[config.mk]
export PLATFORM = sky130hd
export DESIGN_NAME = fp_div_seq_flat
export DESIGN_NICKNAME = d
export VERILOG_FILES = /design/src/rtl/fp_div_pkg.sv /design/src/rtl/fp_div_seq_if.sv /design/src/rtl/fp_div_step.sv /design/src/rtl/fp_div_seq.sv /design/src/flat_wrapper.sv
export SDC_FILE = /design/constraint.sdc
export NUM_CORES = 1
export LEC_CHECK = 0
export CORE_UTILIZATION = 25
export DETAILED_ROUTE_END_ITERATION = 8
export GPL_TIMING_DRIVEN = 0
export PLACE_DENSITY = 0.43
export SLEW_MARGIN = 20
export SYNTH_ARGS = -nofsm -noshare
export SYNTH_HDL_FRONTEND = slang
export SYNTH_SLANG_ARGS = --single-unit
[constraint.sdc]
create_clock -name clk -period 3.5 [get_ports clk]
set_clock_uncertainty 0.1 [all_clocks]
set_input_delay 0.525 -clock clk [delete_from_list [all_inputs] [get_ports clk]]
set_output_delay 0.525 -clock clk [all_outputs]
set_load 0.01 [all_outputs]
[src/rtl/fp_div_pkg.sv]
// rtl/fp_div_pkg.sv - shared constants, state encoding and field helpers for fp_div_seq
package fp_div_pkg;

  localparam logic [1:0] ST_IDLE = 2'd0;
  localparam logic [1:0] ST_ITER = 2'd1;
  localparam logic [1:0] ST_NORM = 2'd2;
  localparam logic [1:0] ST_DONE = 2'd3;

  localparam int          FP_BIAS    = 127;
  localparam logic [31:0] FP_QNAN    = 32'h7FC0_0000;
  localparam logic [30:0] FP_INF_MAG = 31'h7F80_0000;
  localparam int          ITER_N     = 25;

  function automatic logic fp_sign(input logic [31:0] x);
    return x[31];
  endfunction

  function automatic logic [7:0] fp_exp(input logic [31:0] x);
    return x[30:23];
  endfunction

  // Hidden bit always set; exponent-zero operands are classified as zero elsewhere.
  function automatic logic [23:0] fp_man(input logic [31:0] x);
    return {1'b1, x[22:0]};
  endfunction

endpackage

[src/rtl/fp_div_seq_if.sv]
// rtl/fp_div_seq_if.sv - operand/result handshake bundle between issue logic and the divider
interface fp_div_seq_if;
  logic        in_valid;
  logic        in_ready;
  logic [31:0] op_a;
  logic [31:0] op_b;
  logic        out_valid;
  logic        out_ready;
  logic [31:0] result;
  logic        div_zero;
  logic        invalid;
  logic        overflow;
  logic        underflow;

  modport master (
    output in_valid, op_a, op_b, out_ready,
    input  in_ready, out_valid, result, div_zero, invalid, overflow, underflow
  );

  modport slave (
    input  in_valid, op_a, op_b, out_ready,
    output in_ready, out_valid, result, div_zero, invalid, overflow, underflow
  );
endinterface

[src/rtl/fp_div_step.sv]
// rtl/fp_div_step.sv - one combinational restoring-division step on the 26-bit remainder
module fp_div_step (
  input  logic [25:0] r_i,
  input  logic [23:0] mb_i,
  output logic [25:0] r_o,
  output logic        q_o
);

  logic [25:0] diff;

  always_comb begin
    q_o  = (r_i >= {2'b00, mb_i});
    diff = q_o ? (r_i - {2'b00, mb_i}) : r_i;
    // diff < mb < 2^24, so the shift never loses a set bit
    r_o  = diff << 1;
  end

endmodule

[src/rtl/fp_div_seq.sv]
// rtl/fp_div_seq.sv - sequential single-precision divider: special cases at accept, 25-step restoring mantissa divide
module fp_div_seq (
  input  logic         clk,
  input  logic         rst_n,
  fp_div_seq_if.slave  bus
);
  import fp_div_pkg::*;

  logic [1:0]  state_q, state_d;
  logic        rdy_q;
  logic [4:0]  cnt_q, cnt_d;
  logic [25:0] r_q, r_d;
  logic [23:0] mb_q, mb_d;
  logic [24:0] q_q, q_d;
  logic        sign_q, sign_d;
  logic [7:0]  ea_q, ea_d, eb_q, eb_d;
  logic [31:0] result_q, result_d;
  logic        dz_q, dz_d, inv_q, inv_d, ovf_q, ovf_d, unf_q, unf_d;

  logic [25:0] step_r;
  logic        step_q;

  logic [7:0]  a_exp, b_exp;
  logic [23:0] a_man, b_man;
  logic        a_zero, b_zero, a_inf, b_inf, a_nan, b_nan;
  logic        accept, sign_in;

  logic signed [9:0] e_norm;
  logic [22:0]       man_norm;

  fp_div_step u_step (
    .r_i  (r_q),
    .mb_i (mb_q),
    .r_o  (step_r),
    .q_o  (step_q)
  );

  always_comb begin
    a_exp   = fp_exp(bus.op_a);
    b_exp   = fp_exp(bus.op_b);
    a_man   = fp_man(bus.op_a);
    b_man   = fp_man(bus.op_b);
    sign_in = fp_sign(bus.op_a) ^ fp_sign(bus.op_b);
    a_zero  = (a_exp == 8'd0);
    b_zero  = (b_exp == 8'd0);
    a_inf   = (a_exp == 8'hFF) && (a_man[22:0] == 23'd0);
    b_inf   = (b_exp == 8'hFF) && (b_man[22:0] == 23'd0);
    a_nan   = (a_exp == 8'hFF) && (a_man[22:0] != 23'd0);
    b_nan   = (b_exp == 8'hFF) && (b_man[22:0] != 23'd0);
    accept  = bus.in_valid && rdy_q && (state_q == ST_IDLE);
  end

  // q[24] set means the quotient landed in [2^24, 2^25) and carries one extra exponent step.
  always_comb begin
    e_norm   = $signed({2'b00, ea_q}) - $signed({2'b00, eb_q})
             + 10'(FP_BIAS - 1) + $signed({9'd0, q_q[24]});
    man_norm = q_q[24] ? q_q[23:1] : q_q[22:0];
  end

  always_comb begin
    state_d  = state_q;
    cnt_d    = cnt_q;
    r_d      = r_q;
    mb_d     = mb_q;
    q_d      = q_q;
    sign_d   = sign_q;
    ea_d     = ea_q;
    eb_d     = eb_q;
    result_d = result_q;
    dz_d     = dz_q;
    inv_d    = inv_q;
    ovf_d    = ovf_q;
    unf_d    = unf_q;

    case (state_q)
      ST_IDLE: begin
        if (accept) begin
          sign_d = sign_in;
          ea_d   = a_exp;
          eb_d   = b_exp;
          if (a_nan || b_nan || (a_zero && b_zero) || (a_inf && b_inf)) begin
            result_d = FP_QNAN;
            inv_d    = 1'b1;
            state_d  = ST_DONE;
          end else if (b_zero) begin
            result_d = {sign_in, FP_INF_MAG};
            dz_d     = !a_inf;
            state_d  = ST_DONE;
          end else if (a_inf) begin
            result_d = {sign_in, FP_INF_MAG};
            state_d  = ST_DONE;
          end else if (a_zero || b_inf) begin
            result_d = {sign_in, 31'd0};
            state_d  = ST_DONE;
          end else begin
            r_d     = {2'b00, a_man};
            mb_d    = b_man;
            q_d     = '0;
            cnt_d   = 5'(ITER_N - 1);
            state_d = ST_ITER;
          end
        end
      end

      ST_ITER: begin
        r_d = step_r;
        q_d = {q_q[23:0], step_q};
        if (cnt_q == 5'd0) begin
          state_d = ST_NORM;
        end else begin
          cnt_d = cnt_q - 5'd1;
        end
      end

      ST_NORM: begin
        state_d = ST_DONE;
        if (e_norm >= 10'sd255) begin
          result_d = {sign_q, FP_INF_MAG};
          ovf_d    = 1'b1;
        end else if (e_norm <= 10'sd0) begin
          result_d = {sign_q, 31'd0};
          unf_d    = 1'b1;
        end else begin
          result_d = {sign_q, e_norm[7:0], man_norm};
        end
      end

      ST_DONE: begin
        if (bus.out_ready) begin
          state_d = ST_IDLE;
          dz_d    = 1'b0;
          inv_d   = 1'b0;
          ovf_d   = 1'b0;
          unf_d   = 1'b0;
        end
      end

      default: state_d = ST_IDLE;
    endcase
  end

  always_ff @(posedge clk) begin
    if (!rst_n) begin
      state_q  <= ST_IDLE;
      rdy_q    <= 1'b0;
      cnt_q    <= '0;
      r_q      <= '0;
      mb_q     <= '0;
      q_q      <= '0;
      sign_q   <= 1'b0;
      ea_q     <= '0;
      eb_q     <= '0;
      result_q <= '0;
      dz_q     <= 1'b0;
      inv_q    <= 1'b0;
      ovf_q    <= 1'b0;
      unf_q    <= 1'b0;
    end else begin
      state_q  <= state_d;
      rdy_q    <= 1'b1;
      cnt_q    <= cnt_d;
      r_q      <= r_d;
      mb_q     <= mb_d;
      q_q      <= q_d;
      sign_q   <= sign_d;
      ea_q     <= ea_d;
      eb_q     <= eb_d;
      result_q <= result_d;
      dz_q     <= dz_d;
      inv_q    <= inv_d;
      ovf_q    <= ovf_d;
      unf_q    <= unf_d;
    end
  end

  // rdy_q keeps in_ready low for as long as reset is held, even though state is already IDLE.
  assign bus.in_ready  = rdy_q && (state_q == ST_IDLE);
  assign bus.out_valid = (state_q == ST_DONE);
  assign bus.result    = result_q;
  assign bus.div_zero  = dz_q;
  assign bus.invalid   = inv_q;
  assign bus.overflow  = ovf_q;
  assign bus.underflow = unf_q;

endmodule

[src/flat_wrapper.sv]
// flat-port wrapper written by rule: the top's interface ports become plain ports
module fp_div_seq_flat import fp_div_pkg::*;
  (clk, rst_n, bus_in_valid, bus_op_a, bus_op_b, bus_out_ready, bus_in_ready, bus_out_valid, bus_result, bus_div_zero, bus_invalid, bus_overflow, bus_underflow);
  fp_div_seq_if bus_i ();
  input  logic clk;
  input  logic rst_n;
  input wire logic [$bits(bus_i.in_valid)-1:0] bus_in_valid;
  input wire logic [$bits(bus_i.op_a)-1:0] bus_op_a;
  input wire logic [$bits(bus_i.op_b)-1:0] bus_op_b;
  input wire logic [$bits(bus_i.out_ready)-1:0] bus_out_ready;
  output wire logic [$bits(bus_i.in_ready)-1:0] bus_in_ready;
  output wire logic [$bits(bus_i.out_valid)-1:0] bus_out_valid;
  output wire logic [$bits(bus_i.result)-1:0] bus_result;
  output wire logic [$bits(bus_i.div_zero)-1:0] bus_div_zero;
  output wire logic [$bits(bus_i.invalid)-1:0] bus_invalid;
  output wire logic [$bits(bus_i.overflow)-1:0] bus_overflow;
  output wire logic [$bits(bus_i.underflow)-1:0] bus_underflow;
  assign bus_i.in_valid = bus_in_valid;
  assign bus_i.op_a = bus_op_a;
  assign bus_i.op_b = bus_op_b;
  assign bus_i.out_ready = bus_out_ready;
  assign bus_in_ready = bus_i.in_ready;
  assign bus_out_valid = bus_i.out_valid;
  assign bus_result = bus_i.result;
  assign bus_div_zero = bus_i.div_zero;
  assign bus_invalid = bus_i.invalid;
  assign bus_overflow = bus_i.overflow;
  assign bus_underflow = bus_i.underflow;
  fp_div_seq u_core (.clk(clk), .rst_n(rst_n), .bus(bus_i));
endmodule
==> metrics.md, run 1 <==
| Metric | Value |
|---|---|
| Status | finished, final reports clean |
| Main combinational cell family by area after synthesis | compound AO/OA/AOI/OAI gates |
| CTS sink cnt | approximately 140 |
| F_max | between 0.2 and 0.3 GHz |
| CP Max Fanout | 7 |
| Synth Area per Inst | around 8 µm² |
| XOR/XNOR Fraction of Synth Area | between 3 and 4% |
| Synth top area cells | dfxtp_1 34%, a21oi_1 7.5%, nand2_1 7.4% |
| Most common cell on crit path | inv_2 |
| Critical Path RT | around 3700 ps |
| Layout area overhead | 30.5% |
| Rel. slew slack | ~48% |
| Main synth FF type | dfxtp_1 |
| Dpl cell area | a little under 0.01 mm² |
| Synthesized netlist cell count | 1015 |
| Critical path class | register to register |
| FF/Latch Area | about 0.0027 mm² |
| Synthesis Warnings | 0 |
| Initial antenna violation count | 0 |
| Iter 0 DRT Violations | roughly 360 |
| Max Root-Sink Buffers | 2 |
| Top post-synthesis cells by count | 159 x nand2_1, 136 x dfxtp_1, 122 x a21oi_1, 64 x nor2_1, 51 x inv_1 |
| Vias per cell | ~4.8 |
| Non-filler cells, final | around 1600 |
| Worst hold margin | between 300 and 400 ps |
| Critical Path, Cell by Cell | inv_2 -> ha_4 -> inv_2 -> fa_2 -> inv_2 -> ha_4 -> inv_2 -> or4b_4 -> a211oi_2 -> nor2_1 -> a311oi_2 -> buf_4 -> a21oi_4 -> nand4_4 -> clkbuf_16 -> o21ai_2 |
| Area occupied by multi-input gates | 0.00510 mm² |
| Port bufs | around 110 |
| Worst EP arrival | between 3000 and 4000 ps |
| Nets | 1263 |
| Post-route cell area | 0.0106 mm² |
| Leading area contributor after synthesis | dfxtp_1 |
| Mux cell area share after synthesis | under 10% |
| Startpoint types | register |
| CP Capture Type | register |
| Top cell type's share of synthesized area | roughly a third |
| Post-DR wirelength/cell | between 15 and 20 µm |
| DR vias | 7528 |
| All-Layer GR Usage | around 16% |
| Largest net degree at the start of global routing | 17 |
| Pwr Density | approximately 900 mW/mm² |
| Vias in the first global route | between 7000 and 8000 |
| Synth Area in Simple Gates | between 20% and 30% |
| Worst-path clk slew | approximately 70 ps |
| Number of synthesized flops with an enable pin | 0 |
| Worst Hold Class | register to register |
| DRT antenna net count | 0 |
| Final worst-path cycle share | between 90% and 100% |
| Fin. Hold Viols | 0 |
| H-tree levels | 4 |
| IO Count | 106 |
| Max-slew violation count | 0 |
| Max VDD drop | 484 µV |
| Rows | between 60 and 70 |
| Sequential area share after synthesis | about a third |
| Num CTS Buffers | 17 |
| Yosys cell types | 81 |
| Post-Syn Area | 0.00811 mm² |
| Pleak | 3.74 nW |
| Core ar. | roughly 0.032 mm² |
| Setup violators final | 0 |
| Grt ovf | 0 |
| #FFs+latches synth | roughly 140 |
| Synth Area in Compound Gates | roughly a quarter |
| Final HPWL DP | between 20000 and 25000 µm |
| Syn nets | about 1100 |
| Chip height | around 180 µm |
| Share of post-route cells with drive strength above 1 | between 10 and 15% |
| Max Cap Violations | 0 |
| Drt pass-1 iters | 6 |
| Latest clock arrival within the worst-skew pair | between 400 and 500 ps |
| Dpl cells | about 1500 |
| Slowest stage delay, CP | between 500 and 600 ps |
| Cts-stage hold buffer count | 0 |
| Chip Width | between 150 and 200 µm |
| # diodes | 0 |
| Period minus WS final | approximately 3400 ps |
| Adder-Cell Fraction of Synth Area | approximately 6.7% |
| Most frequent cell after synthesis | nand2_1 |
| Filler instances | 3414 |
| Root Driver | clkbuf_16 |
| Slew @ Worst Pin | approximately 800 ps |
| Critical-path top delay cell | fa_2 |
| CTS tree | built |
| Async SR Flop Fraction | 0% |
| Starting Density | 25.6% |
| Drc violations | 0 |
| Routability cong. | between 0.7 and 0.8 |
| Global-route wire length before repair | 41100 µm |
| RSZ-0062 raised after global routing | yes |
| Final wirelength | 25800 µm |
| Die ar. | between 0.03 and 0.04 mm² |
[logic make-up (layout without fill, tap and decap cells)]
kind of cell,after synthesis,count (layout)
AND/OR/NAND/NOR,364,364
multiplexers,46,46
XOR/XNOR,28,28
adder cells (fa/ha/maj),42,42
flip-flops,136,136
buffers and inverters,109,260
AO/OA/AOI/OAI,290,290
[repair_timing]
| action | in CTS | in global routing |
|---|---|---|
| pin swaps | 1 | 36 |
| cloned | 0 | 2 |
| setup endpoints to repair | 47 | 68 |
| buffers inserted | 0 | 15 |
| resized for setup | 7 | 43 |
[report_power, final]
group | total (mW) | switching, mW | internal, mW
sequential | 1.99 | 0.208 | 1.78
clock | 1.80 | 0.850 | 0.953
combinational | 5.98 | 3.43 | 2.55
total | 9.77 | 4.49 | 5.28
[placed cells by master (no fill, tap or decap), drive strengths merged, types with 20 or more instances in the layout]
master,count
ha,40
inv,61
a211oi,21
clkbuf,62
clkdlybuf4s50,105
mux2i,45
xnor2,20
nand3,37
buf,26
nor2,64
dfxtp,136
o21ai,54
a21oi,124
nand2,159
[per-stage QoR]
| stage | total power, mW | setup slack [ps] | setup TNS [ps] | util, % |
|---|---|---|---|---|
| 6_report | 9.77 | 118 | 0 | 33.4 |
| 5_1_grt | 10.5 | -28.3 | -365 | 33.4 |
| 4_1_cts | 9.39 | 8.13 | 0 | 32.4 |
| 3_5_place_dp | 7.46 | -483 | -14960 | 30.5 |
| 3_3_place_gp | 7.49 | -487 | -16710 | 30.5 |
| 2_1_floorplan | 6.06 | 251 | 0 | - |
[area by class of cell]
| class | count | area share [%] |
|---|---|---|
| Multi-Input combinational cell | 770 | 48.2 |
| Sequential cell | 136 | 25.8 |
| Timing Repair Buffer | 122 | 11.5 |
| Tap cell | 402 | 4.75 |
| Clock buffer | 17 | 4.02 |
| Buffer | 54 | 2.44 |
| Inverter | 52 | 1.85 |
| Clock inverter | 15 | 1.47 |
[worst max-delay path, delay by kind of cell (launching register included)]
family                     cells  cell delay (ps)
and+or+nand+nor                3              770
buffers and inverters          6              560
DFF                            1              320
adders and majority gates      3              970
AOI/OAI and AO/OA              4              550
[layer usage]
metal / vias to the layer above / wire [µm] / global-route usage, %
met5: - / 0 / 0
met4: 0 / 222 / 4.40
met3: 17 / 822 / 2.41
met2: 141 / 11800 / 25.5
met1: 3481 / 13000 / 21.9
li1: 3889 / - / -
[flip-flops by register name, summed over array words and instances, names as in the netlist]
register	count
u_core.bus.result	32
u_core.r_q	26
u_core.q_q	25
u_core.mb_q	24
u_core.ea_q	8
u_core.eb_q	8
u_core.cnt_q	5
u_core.state_q	2
u_core.bus.div_zero	1
u_core.bus.invalid	1
u_core.bus.overflow	1
u_core.bus.underflow	1
u_core.rdy_q	1
u_core.sign_q	1
[final timing paths]
path              startpoint                    to  slack, ps  depth (start not counted)
min          u_core.mb_q[16]       u_core.mb_q[16]        360                          2
max           u_core.ea_q[0]  u_core.bus.result[1]        120                         16
min reg2reg  u_core.mb_q[16]       u_core.mb_q[16]        360                          2
max reg2reg   u_core.ea_q[0]  u_core.bus.result[1]        120                         16
(Power assumes the default switching activity.)
==> inputs of run 2 (changes only) <==
--- a/config.mk
+++ b/config.mk
@@ -9,7 +9,9 @@
 export DETAILED_ROUTE_END_ITERATION = 8
 export GPL_TIMING_DRIVEN = 0
 export PLACE_DENSITY = 0.43
-export SLEW_MARGIN = 20
+export REMOVE_ABC_BUFFERS = 1
+export SETUP_SLACK_MARGIN = 0.05
+export SLEW_MARGIN = 25
 export SYNTH_ARGS = -nofsm -noshare
 export SYNTH_HDL_FRONTEND = slang
 export SYNTH_SLANG_ARGS = --single-unit
==> metrics.md, run 2 (synthesis gave the netlist of run 1 again) <==
| Metric | Value |
|---|---|
| Critical Path RT | 3770 ps (+50 ps) |
| Commonest non-fill, non-tap cell in the layout | nand2_1 |
| Layout area overhead | 31.9% |
| Critical-path top delay cell | fa_2 |
| DR vias | 7435 (-1.2%) |
| R2R cell count | 15 (-1) |
| Die ar. | 0.0332 mm² (unchanged) |
| Final worst-path cycle share | 100% (+3.4 points) |
| Grt ovf | 0 (unchanged) |
| Port bufs | 105 (unchanged) |
| Global-route wire length before repair | 39800 µm (-3.1%) |
| Fin. Hold Viols | 0 (unchanged) |
| Critical Path, Cell by Cell | inv_2 -> ha_4 -> inv_2 -> fa_2 -> a211oi_4 -> o21ai_2 -> a221o_2 -> and2_4 -> a311oi_2 -> a21oi_2 -> a21oi_4 -> buf_12 -> nand4_4 -> clkbuf_16 -> o21ai_2 |
| All-Layer GR Usage | 15.2% (-0.68 points) |
| Reg2reg setup slack | -1 ps (-120 ps) |
| Dpl cells | 1473 (-3.2%) |
| # diodes | 0 (unchanged) |
| Critical path class | register to register |
| Worst-path clk slew | 70 ps (about the same) |
| Startpoint types | register |
| Vias in the first global route | 7405 (+1.2%) |
| Worst EP arrival | 3770 ps (+170 ps) |
| Pleak | 3.79 nW (+1.4%) |
| Iter 0 DRT Violations | 361 (unchanged) |
| Pwr Density | 941 mW/mm² (+1.9%) |
| CTS sink cnt | 136 (unchanged) |
| Max reg flops | 32 (unchanged) |
| Num CTS Buffers | 17 (unchanged) |
| Initial antenna violation count | 0 (unchanged) |
| Failing checks | setup timing |
| Routability cong. | 0.765 (-4.0%) |
| Dpl cell area | 0.00962 mm² (-0.43%) |
| Rows | 65 (unchanged) |
| Post-route cell area | 0.0107 mm² (+1.1%) |
| Non-filler cells, final | 1532 (-2.3%) |
| Slowest stage delay, CP | 450 ps (-130 ps) |
| Drt pass-1 iters | 4 (-2) |
| DRT antenna net count | 0 (unchanged) |
| Starting Density | 25.6% (unchanged) |
| Core ar. | 0.0317 mm² (unchanged) |
| RR Startpoint | u_core.ea_q[0] |
| IO Count | 106 (unchanged) |
| Max Root-Sink Buffers | 2 (unchanged) |
| Drc violations | 0 (unchanged) |
| Final HPWL DP | 17200 µm (-14%) |
| CTS tree | built |
| RSZ-0062 raised after global routing | yes |
| CP Max Fanout | 5 (-2) |
| Rel. slew slack | 52.6% (+4.9 points) |
| Final worst slack | -1.10 ps (-119 ps) |
| Max VDD drop | 455 µV (-5.9%) |
| Filler instances | 3373 (-1.2%) |
| Root Driver | clkbuf_16 |
| Latest clock arrival within the worst-skew pair | 430 ps (about the same) |
| Largest net degree at the start of global routing | 68 (+51) |
| Cts-stage hold buffer count | 0 (unchanged) |
| Status | finished with violations |
| Hold Crit Depth | 2 (unchanged) |
| Post-DR wirelength/cell | 16.3 µm (-1.1%) |
| FF/Latch Area | 0.00273 mm² (about the same) |
| Period minus WS final | 3500 ps (+119 ps) |
| Vias per cell | 4.85 (+1.1%) |
| Setup violators final | 1 (+1) |
| Share of post-route cells with drive strength above 1 | 14.2% (+2.1 points) |
| Chip Width | 182 µm (unchanged) |
| Final wirelength | 24900 µm (-3.4%) |
| F_max | 0.286 GHz (-3.4%) |
| Post-route setup TNS | -1.10 ps (-1.10 ps) |
| Chip height | 182 µm (unchanged) |
| Max Cap Violations | 0 (unchanged) |
| Max-slew violation count | 0 (unchanged) |
| Hold_sp | u_core.bus.result[2] |
| CP Capture Type | register |
| Commonest non-fill, non-tap cells in the layout | 158 x nand2_1, 133 x dfxtp_1, 119 x a21oi_1 |
| Nets | 1227 (-2.9%) |
| Post-Place Setup Slack | -948 ps (-465 ps) |
| Worst Hold End | u_core.bus.result[2] |
| Area occupied by multi-input gates | 0.00520 mm² (+1.9%) |
| Worst Hold Class | register to register |
| Worst hold margin | 352 ps (-2.93 ps) |
| H-tree levels | 4 (unchanged) |
| RR Endpoint | u_core.bus.result[14] |
| Crit path from | u_core.ea_q[0] |
| Slew @ Worst Pin | 711 ps (-74.0 ps) |
[run 2: changes by cell type in the layout (fill, tap and decap cells not counted), moves of 4 or more]
| cell | delta |
|---|---|
| clkbuf_1 | -38 |
| buf_1 | -5 |
| clkbuf_2 | -5 |
| buf_16 | +4 |
| o21ai_0 | -4 |
| o21ai_2 | +4 |
[run 2: worst max path at each step]
stage                                       end  slack (ps)  depth (start not counted)
after floorplan                  u_core.r_q[20]       -1430                          9
after global placement           u_core.r_q[24]       -5460                          8
final                     u_core.bus.result[14]          -1                         15
after CTS                 u_core.bus.result[24]          60                         13
after global routing      u_core.bus.result[14]        -120                         15
after detailed placement         u_core.r_q[20]        -950                         11
[run 2: final cells by class]
class                   count  area share [%]
multi-input cells         774            48.6
flip-flops and latches    136            25.5
repair buffers            136            13.9
well taps                 402            4.70
clock buffers              17            3.98
inverters                  52            1.87
clock inverters            15            1.47
[run 2: metal layers]
| layer | GRT usage [%] | wire, µm |
|---|---|---|
| met5 | 0 | 0 |
| met4 | 4.17 | 350 |
| met3 | 2.83 | 777 |
| met1 | 19.6 | 11900 |
| met2 | 25.7 | 11900 |
[run 2: critical path: cells and delay by family, from the launching register on]
| family | cells | cell delay [ps] |
|---|---|---|
| AO/OA/AOI/OAI | 7 | 1640 |
| AND/OR/NAND/NOR | 2 | 310 |
| flip-flops | 1 | 320 |
| adder cells (fa/ha/maj) | 2 | 580 |
| buffers and inverters | 4 | 490 |
[run 2: what timing repair did]
action / 4_1_cts / 5_1_grt
gates cloned: 4 / 2
pin swaps: 5 / 38
endpoints found under the setup margin: 78 / 58
buffers inserted: 4 / 17
gates resized for setup: 16 / 34
[run 2: through the flow]
| stage | power, mW | util, % |
|---|---|---|
| floorplan | 5.91 | - |
| global placement | 7.22 | 29.6 |
| detailed placement | 7.37 | 30.3 |
| CTS | 9.56 | 32.7 |
| global route | 10.9 | 33.7 |
| finish | 10.1 | 33.7 |
[run 2: report_power, final]
part / leakage [nW] / switching, mW / internal, mW
Sequential: 1.11 / 0.173 / 1.78
Clock: 0.280 / 0.827 / 1.01
Combinational: 2.40 / 3.47 / 2.81
